`src/rtl/signed_accum_pkg.sv`:
```
// rtl/signed_accum_pkg.sv - shared types and arithmetic helpers for signed_accum_n
package signed_accum_pkg;

  typedef enum logic [1:0] {IDLE, ACC, HOLD} state_t;

  // Bit patterns of the signed extremes of a w-bit value, zero-extended to 64 bits.
  function automatic logic [63:0] sat_max(input int w);
    return (64'd1 << (w - 1)) - 64'd1;
  endfunction

  function automatic logic [63:0] sat_min(input int w);
    return 64'd1 << (w - 1);
  endfunction

  // Arguments are the sign bits of both addends and of the sum.
  function automatic logic add_ovf(input logic a, input logic b, input logic s);
    return (a == b) && (s != a);
  endfunction

endpackage

```
`src/rtl/signed_addsub_ovf.sv`:
```
// rtl/signed_addsub_ovf.sv - sign-extend, optional negate, add with overflow; saturates under SIGNED_ACCUM_N_SAT_EN
module signed_addsub_ovf
  import signed_accum_pkg::*;
#(
  parameter int WIDTH = 4,
  parameter int ACC_W = 8
) (
  input  logic [ACC_W-1:0] acc,
  input  logic [WIDTH-1:0] data,
  input  logic             sub,
  output logic [ACC_W-1:0] op,
  output logic [ACC_W-1:0] sum,
  output logic             ovf
);

  logic [ACC_W-1:0] ext;
  logic [ACC_W-1:0] raw;

  // ACC_W > WIDTH, so negating the most negative sample cannot overflow here.
  assign ext = {{(ACC_W-WIDTH){data[WIDTH-1]}}, data};
  assign op  = sub ? -ext : ext;
  assign raw = acc + op;
  assign ovf = add_ovf(acc[ACC_W-1], op[ACC_W-1], raw[ACC_W-1]);

`ifdef SIGNED_ACCUM_N_SAT_EN
  localparam logic [ACC_W-1:0] SMAX = ACC_W'(sat_max(ACC_W));
  localparam logic [ACC_W-1:0] SMIN = ACC_W'(sat_min(ACC_W));
  assign sum = ovf ? (op[ACC_W-1] ? SMIN : SMAX) : raw;
`else
  assign sum = raw;
`endif

endmodule

```
`src/rtl/signed_accum_n.sv`:
```
// rtl/signed_accum_n.sv - burst accumulator of signed samples with sticky overflow; SIGNED_ACCUM_N_SAT_EN selects saturation
module signed_accum_n
  import signed_accum_pkg::*;
#(
  parameter int WIDTH = 4,
  parameter int ACC_W = 8,
  parameter int N_MAX = 16,
  localparam int CNT_W = $clog2(N_MAX + 1)
) (
  input  logic             clk,
  input  logic             rst_n,
  input  logic             clear,
  input  logic [CNT_W-1:0] len,
  input  logic             in_valid,
  output logic             in_ready,
  input  logic [WIDTH-1:0] in_data,
  input  logic             in_sub,
  output logic             out_valid,
  input  logic             out_ready,
  output logic [ACC_W-1:0] out_sum,
  output logic             out_ovf,
  output logic             busy
);

  state_t           state;
  logic [ACC_W-1:0] acc;
  logic [CNT_W-1:0] cnt;
  logic [CNT_W-1:0] lat_len;
  logic [CNT_W-1:0] len_eff;
  logic             ovf;
  logic [ACC_W-1:0] op;
  logic [ACC_W-1:0] sum_nxt;
  logic             ovf_nxt;
  logic             accept;

  signed_addsub_ovf #(.WIDTH(WIDTH), .ACC_W(ACC_W)) u_addsub (
    .acc  (acc),
    .data (in_data),
    .sub  (in_sub),
    .op   (op),
    .sum  (sum_nxt),
    .ovf  (ovf_nxt)
  );

  always_comb begin
    len_eff = len;
    if (len == '0)
      len_eff = CNT_W'(1);
    else if (len > CNT_W'(N_MAX))
      len_eff = CNT_W'(N_MAX);
  end

  assign accept  = in_valid && in_ready;
  assign out_sum = acc;
  assign out_ovf = ovf;

  always_ff @(posedge clk or negedge rst_n) begin
    if (!rst_n) begin
      state     <= IDLE;
      acc       <= '0;
      cnt       <= '0;
      lat_len   <= '0;
      ovf       <= 1'b0;
      in_ready  <= 1'b0;
      out_valid <= 1'b0;
      busy      <= 1'b0;
    end else if (clear) begin
      state     <= IDLE;
      acc       <= '0;
      cnt       <= '0;
      ovf       <= 1'b0;
      in_ready  <= 1'b1;
      out_valid <= 1'b0;
      busy      <= 1'b0;
    end else begin
      case (state)
        IDLE: begin
          in_ready <= 1'b1;
          if (accept) begin
            // The first sample loads the accumulator, so it can never overflow.
            acc     <= op;
            cnt     <= CNT_W'(1);
            ovf     <= 1'b0;
            lat_len <= len_eff;
            busy    <= 1'b1;
            if (len_eff == CNT_W'(1)) begin
              state     <= HOLD;
              in_ready  <= 1'b0;
              out_valid <= 1'b1;
            end else begin
              state <= ACC;
            end
          end
        end
        ACC: begin
          if (accept) begin
            acc <= sum_nxt;
            cnt <= cnt + CNT_W'(1);
            ovf <= ovf | ovf_nxt;
            if (cnt + CNT_W'(1) == lat_len) begin
              state     <= HOLD;
              in_ready  <= 1'b0;
              out_valid <= 1'b1;
            end
          end
        end
        HOLD: begin
          if (out_ready) begin
            state     <= IDLE;
            in_ready  <= 1'b1;
            out_valid <= 1'b0;
            busy      <= 1'b0;
          end
        end
        default: begin
          state     <= IDLE;
          in_ready  <= 1'b1;
          out_valid <= 1'b0;
          busy      <= 1'b0;
        end
      endcase
    end
  end

endmodule

```
`config.mk`:
```
export PLATFORM = sky130hd
export DESIGN_NAME = signed_accum_n
export DESIGN_NICKNAME = d
export VERILOG_FILES = /design/src/rtl/signed_accum_pkg.sv /design/src/rtl/signed_addsub_ovf.sv /design/src/rtl/signed_accum_n.sv
export SDC_FILE = /design/constraint.sdc
export NUM_CORES = 1
export LEC_CHECK = 0
export ABC_AREA = 1
export CAP_MARGIN = 20
export CORE_MARGIN = 5
export CORE_UTILIZATION = 40
export DETAILED_ROUTE_END_ITERATION = 8
export PLACE_DENSITY = 0.62
export RECOVER_POWER = 50
export REMOVE_ABC_BUFFERS = 1
export SYNTH_ARGS = -nofsm -noshare
export SYNTH_HDL_FRONTEND = slang
export SYNTH_SLANG_ARGS = --single-unit
```
`constraint.sdc`:
```
create_clock -name clk -period 2.5 [get_ports clk]
set_input_delay 0.25 -clock clk [delete_from_list [all_inputs] [get_ports clk]]
set_output_delay 0.25 -clock clk [all_outputs]
set_load 0.05 [all_outputs]
```
==> results.cfg, run 1 <==
[synth]
yosysTopAreaCellShare = 0.338
ys_top_cells_by_area = dfrtp_1, nand2_1, ha_1
netlist_area_um2 = 1780
synth_edf_count = 0
yosys_warnings = 0
synth_top_area_cell = dfrtp_1
postSynth.asyncResetShare = 1.00
syn_area_per_cell_um2 = 7.31
synth_seq_area_share = 0.338
ys_types = 30
synthCells = 243
synth_ff_type = dfrtp_1
synth-seq-cells = 24

[place]
hpwl_um = 3240
routabilityCongestion = 0.839
placed_cells = 333
numPortBuffers = 26

[timing]
slew_violations = 0
grt_setup_unrepaired = false
period_share = 0.913
fmax_mhz = 438
setup_viol = 0
hold_slack_ns = 0.495
finalCriticalPeriod_ns = 2.28
hold_viol = 0
skew_ns = 0.00200
max_slew_margin = 0.0779
tightest_slew_ns = 1.38

[cts]
clockBufferDepth = 2
cts_htree_levels = 1
insertion_delay_ns = 0.27
cts_tree = done
cts_made_buffers = 3
clock_sinks = 24
cts_root_buf = clkbuf_8
path_clk_slew_ns = 0.09

[route]
drt_iter0_markers = 109
wl_per_cell_um = 12.1
antenna_left = 0
dr_total_vias = 1647
drt-total-wl_um = 4090
viasPerCell = 4.86
drc = 0
firstDrtPassIters = 4

[global_routing]
grt_pass1_wl_um = 7330
grt_overflow_total = 0
grt_pass1_vias = 1631
antenna_found_initial = 0
grt_use_total = 0.148
grt_max_degree = 25

[floorplanning]
die_area_um2 = 5870
core_um2 = 4320
io_pins = 27
start_util = 0.411
die_w_um = 76.6
rows = 24
die_h_um = 76.6

[setup_path]
cp.required_ns = 2.67
cp-start-kind = primary input
criticalPathCategory = in2reg
end_kind = flop
path_max_fanout = 4
cp_data_arrival_time_ns = 2.45
startpoint = in_data[0]
timing.rr.start = out_sum[0]

[power_and_ir_drop]
power.density_nw_per_um2 = 977
peakVddDrop_mv = 0.456
p_comb_frac = 0.595
power.internal_mw = 1.15
sw_frac_of_total = 0.476
p_switching_mw = 1.05
finalPower_mw = 2.20
pwr-share-seq = 0.281
power_leakage_nw = 1.14
clkPwrFrac = 0.124

[flow_run]
max-cap-violations = 0

[layout]
layout.nets = 314
antennaDiodeCount = 0
final_cells = 339
drive_gt1_frac = 0.153
syn_to_final_growth_pct = 26.9

[worst_hold_path]
hp-class = reg2reg
hp-start = out_valid

[status]
run_status = finished, final reports clean
## worst max-delay path: stages
cell and delay [ns]:
clkdlybuf4s50_1 0.42, inv_1 0.09, buf_4 0.11, nand3_1 0.12, ha_1 0.31, a21oi_2 0.17, ha_1 0.28, inv_1 0.09
o21bai_1 0.08, a31oi_1 0.20, xor2_1 0.16, nand2_1 0.06, nand2_1 0.06, nand2_1 0.04
## through the flow
step	setup WS (ns)	TNS [ns]	area (um2)	utilization
floorplan	0.479	0	1750	-
global placement	-0.0886	-0.298	2190	0.505
detailed placement	-0.128	-0.456	2190	0.505
CTS	0.148	0	2240	0.518
global route	0.0223	0	2250	0.521
finish	0.218	0	2250	0.521
## synth_stat cells, types with 2 or more instances
master,n
a21oi_1,13
buf_6,2
o21ai_1,6
a31oi_1,2
inv_2,7
nand4_1,7
ha_1,10
inv_1,32
o21ai_0,12
nand2_2,5
o211ai_1,2
nand3_1,20
nand3_2,2
nor2_2,2
o21a_1,2
o22ai_1,4
nor2_4,5
nor2_1,11
nand2_1,61
dfrtp_1,24
xor2_1,5
## kinds of logic after synthesis
group                    share of synthesized area
flip-flops                                   0.338
adder cells (fa/ha/maj)                     0.0817
XOR/XNOR                                    0.0247
buffers and inverters                        0.101
AO/OA/AOI/OAI                                0.143
AND/OR/NAND/NOR                              0.311
## state kept, by name, summed over array words and instances, names as in the netlist
name,flops
busy,1
out_ovf,1
in_ready,1
lat_len,5
cnt,5
out_valid,1
state,2
out_sum,8
## area by class of cell
cell class,instances,area (um2)
clock buffer,4,55.1
fill,430,2070
inverter,40,153
multi-input combinational,176,996
sequential,24,601
tap,52,65.1
timing repair buffer,43,384
## final timing paths
kind	endpoint	slack [ns]	depth (start not counted)
min in group asynchronous	cnt[4]	0.82	2
hold / removal	out_valid	0.50	2
setup / recovery	out_sum[4]	0.22	14
setup reg to reg	out_sum[6]	0.79	9
hold reg to reg	out_valid	0.50	2
max in group asynchronous	out_sum[1]	0.87	2
## power groups by stage
stage	Combinational, mW	Sequential (mW)	Clock (mW)
6_report	1.31	0.618	0.272
5_1_grt	1.47	0.643	0.298
4_1_cts	1.32	0.622	0.283
3_5_place_dp	1.31	0.629	0
3_3_place_gp	1.31	0.624	0
2_1_floorplan	0.659	0.867	0
## metal layers
metal  share of wire  vias up  global-route usage
li1                -      883                   -
met1            0.49      738               0.208
met2            0.47       22               0.238
met3           0.029        4              0.0213
met4          0.0098        0              0.0385
met5               0        -                   0
## layout by cell type (no fill, tap or decap), types with 3 or more instances in the layout
master           count
clkbuf_8             4
o21ai_0             12
clkdlybuf4s50_1     25
dfrtp_1             24
nand2_2              4
a21oi_1             12
nand2_1             62
nor2_4               3
buf_4               16
inv_1               33
inv_2                6
nand3_1             18
nand3_2              4
ha_1                 9
xor2_1               5
nor2_1              13
nand4_1              7
o22ai_1              4
o21ai_1              6
## timing repair
| action | 4_1_cts | 5_1_grt |
|---|---|---|
| hold buffers | 0 | 0 |
| setup buffers | 0 | 2 |
| endpoints found under the setup margin | 0 | 6 |
| resized for setup | 0 | 6 |
(Power assumes the default switching activity.)
==> run 2, diff against run 1 <==
--- a/config.mk
+++ b/config.mk
@@ -10,7 +10,8 @@
 export CORE_MARGIN = 5
 export CORE_UTILIZATION = 40
 export DETAILED_ROUTE_END_ITERATION = 8
-export PLACE_DENSITY = 0.62
+export DONT_BUFFER_PORTS = 1
+export PLACE_DENSITY = 0.54
 export RECOVER_POWER = 50
 export REMOVE_ABC_BUFFERS = 1
 export SYNTH_ARGS = -nofsm -noshare
==> run 2 against run 1 <==
  * Via count decreased by 6.9%
  * Register-to-register slack worse by 0.23 ns
  * Sequential share of layout area grew 4.7 points
  * First-iteration DRC count fell by 21%
  * Critical path depth shrank 5
  * Largest cell class unchanged
  * Die area unchanged
  * Global-route usage decreased by 0.19 points
  * Highest routed layer unchanged
  * Non-clock buffer count fell by 37
  * Sequential power up 32%
  * Utilization decreased by 7.8 points
  * Clock skew up 0.0019 ns
  * Combinational power down 31%
==> results.cfg, run 2 (synthesis gave the netlist of run 1 again) <==
[power_and_ir_drop]
clkPwrFrac = 0.171
finalPower_mw = 2.08
pwr-share-seq = 0.392
peakVddDrop_mv = 0.452
p_switching_mw = 1.05
sw_frac_of_total = 0.504
power.density_nw_per_um2 = 1080
power_leakage_nw = 0.982
p_comb_frac = 0.437
power.internal_mw = 1.03

[cts]
clock_sinks = 24
cts_hold_buf = 2
path_clk_slew_ns = 0.09
cts-resized-gates = 0
cts_root_buf = clkbuf_8
cts_htree_levels = 1
cts_tree = done
clockBufferDepth = 2
insertion_delay_ns = 0.27
postCtsSetupRepairBufs = 0
cts_made_buffers = 3

[global_routing]
grt_max_degree = 25
grt_pass1_wl_um = 7130
antenna_found_initial = 0
grt_pass1_vias = 1512
grt_overflow_total = 0
grt_use_total = 0.147

[timing]
slew_violations = 0
tightest_slew_ns = 1.36
period_share = 0.778
hold_slack_ns = 0.128
setup_tns_ns = 0
skew_ns = 0.00395
setup_viol = 0
max_slew_margin = 0.0962
hold_viol = 0
fmax_mhz = 514
grt_setup_unrepaired = false
finalCriticalPeriod_ns = 1.94

[worst_hold_path]
hp-start = len[1]
hp-class = in2reg

[setup_path]
cp-start-kind = flop
timing.rr.start = in_ready
rrSetupSlack_ns = 0.56
path_max_fanout = 6
criticalPathCategory = reg2reg
end_kind = flop
startpoint = in_ready
cp.required_ns = 2.70
cp_data_arrival_time_ns = 2.15

[layout]
layout_common_cells = nand2_1, inv_1, dfrtp_1
drive_gt1_frac = 0.116
layout.nets = 277
antennaDiodeCount = 0
largest_reg_flops = 8
syn_to_final_growth_pct = 7.96
final_common_cell = nand2_1

[floorplanning]
core_um2 = 4320
start_util = 0.411
rows = 24
die_h_um = 76.6
die_w_um = 76.6
io_pins = 27
die_area_um2 = 5870

[route]
drt_iter0_markers = 86
firstDrtPassIters = 4
drc = 0
wl_per_cell_um = 13.5
drt-total-wl_um = 4080
dr_total_vias = 1533
viasPerCell = 5.08
antenna_left = 0

[place]
routabilityCongestion = 0.855
numPortBuffers = 0
hpwl_um = 3170

[status]
run_status = finished, final reports clean

[flow_run]
max-cap-violations = 0
## run 2: cell count changes in the layout (fill, tap and decap cells not counted), moves of 2 or more
| cell | delta |
|---|---|
| buf_4 | -15 |
| nor2_1 | -2 |
| nand3_1 | +2 |
| nand3_2 | -2 |
| clkbuf_1 | +3 |
| nor2_4 | +2 |
| clkdlybuf4s50_1 | -25 |
## run 2: critical path: stages, from the launching register on
cell      delay [ns]
dfrtp_1         0.33
clkbuf_1        0.53
nand2_2         0.20
inv_1           0.19
nand2_2         0.13
nor2_4          0.16
inv_2           0.09
nor2_4          0.10
inv_2           0.05
o21ai_1         0.11
## run 2: cell type report
cell class	instances	area (um2)
flip-flops and latches	24	601
repair buffers	6	32.5
well taps	52	65.1
clock buffers	3	41.3
fillers	459	2410
inverters	40	153
multi-input cells	176	995
clock inverters	1	30.0
## run 2: per-layer routing
metal  up-vias  global-route usage  part of all wire
li1        812                   -                 -
met1       684               0.203              0.49
met2        32               0.232              0.45
met3         5              0.0272             0.047
met4         0              0.0420             0.013
met5         -                   0                 0
## run 2: final timing paths
path	depth (start not counted)	to
max	9	lat_len[1]
min in group asynchronous	2	out_sum[5]
max in group asynchronous	2	lat_len[3]
max reg2reg	9	lat_len[1]
min	2	lat_len[1]
min reg2reg	2	lat_len[1]
## run 2: through the flow
step	setup WS (ns)	area, um2	util	std cells
after floorplan	0.479	1750	-	240
after global placement	0.362	1840	0.426	296
after detailed placement	0.276	1840	0.426	296
after CTS	0.554	1940	0.450	302
after global routing	0.356	1920	0.443	302
final	0.555	1920	0.443	302
## run 2: power groups by stage
stage | sequential [mW] | combinational, mW | clock, mW
floorplan | 0.867 | 0.659 | 0
global placement | 0.826 | 0.914 | 0
detailed placement | 0.827 | 0.914 | 0
CTS | 0.819 | 0.932 | 0.366
global route | 0.838 | 1.04 | 0.383
finish | 0.815 | 0.907 | 0.354
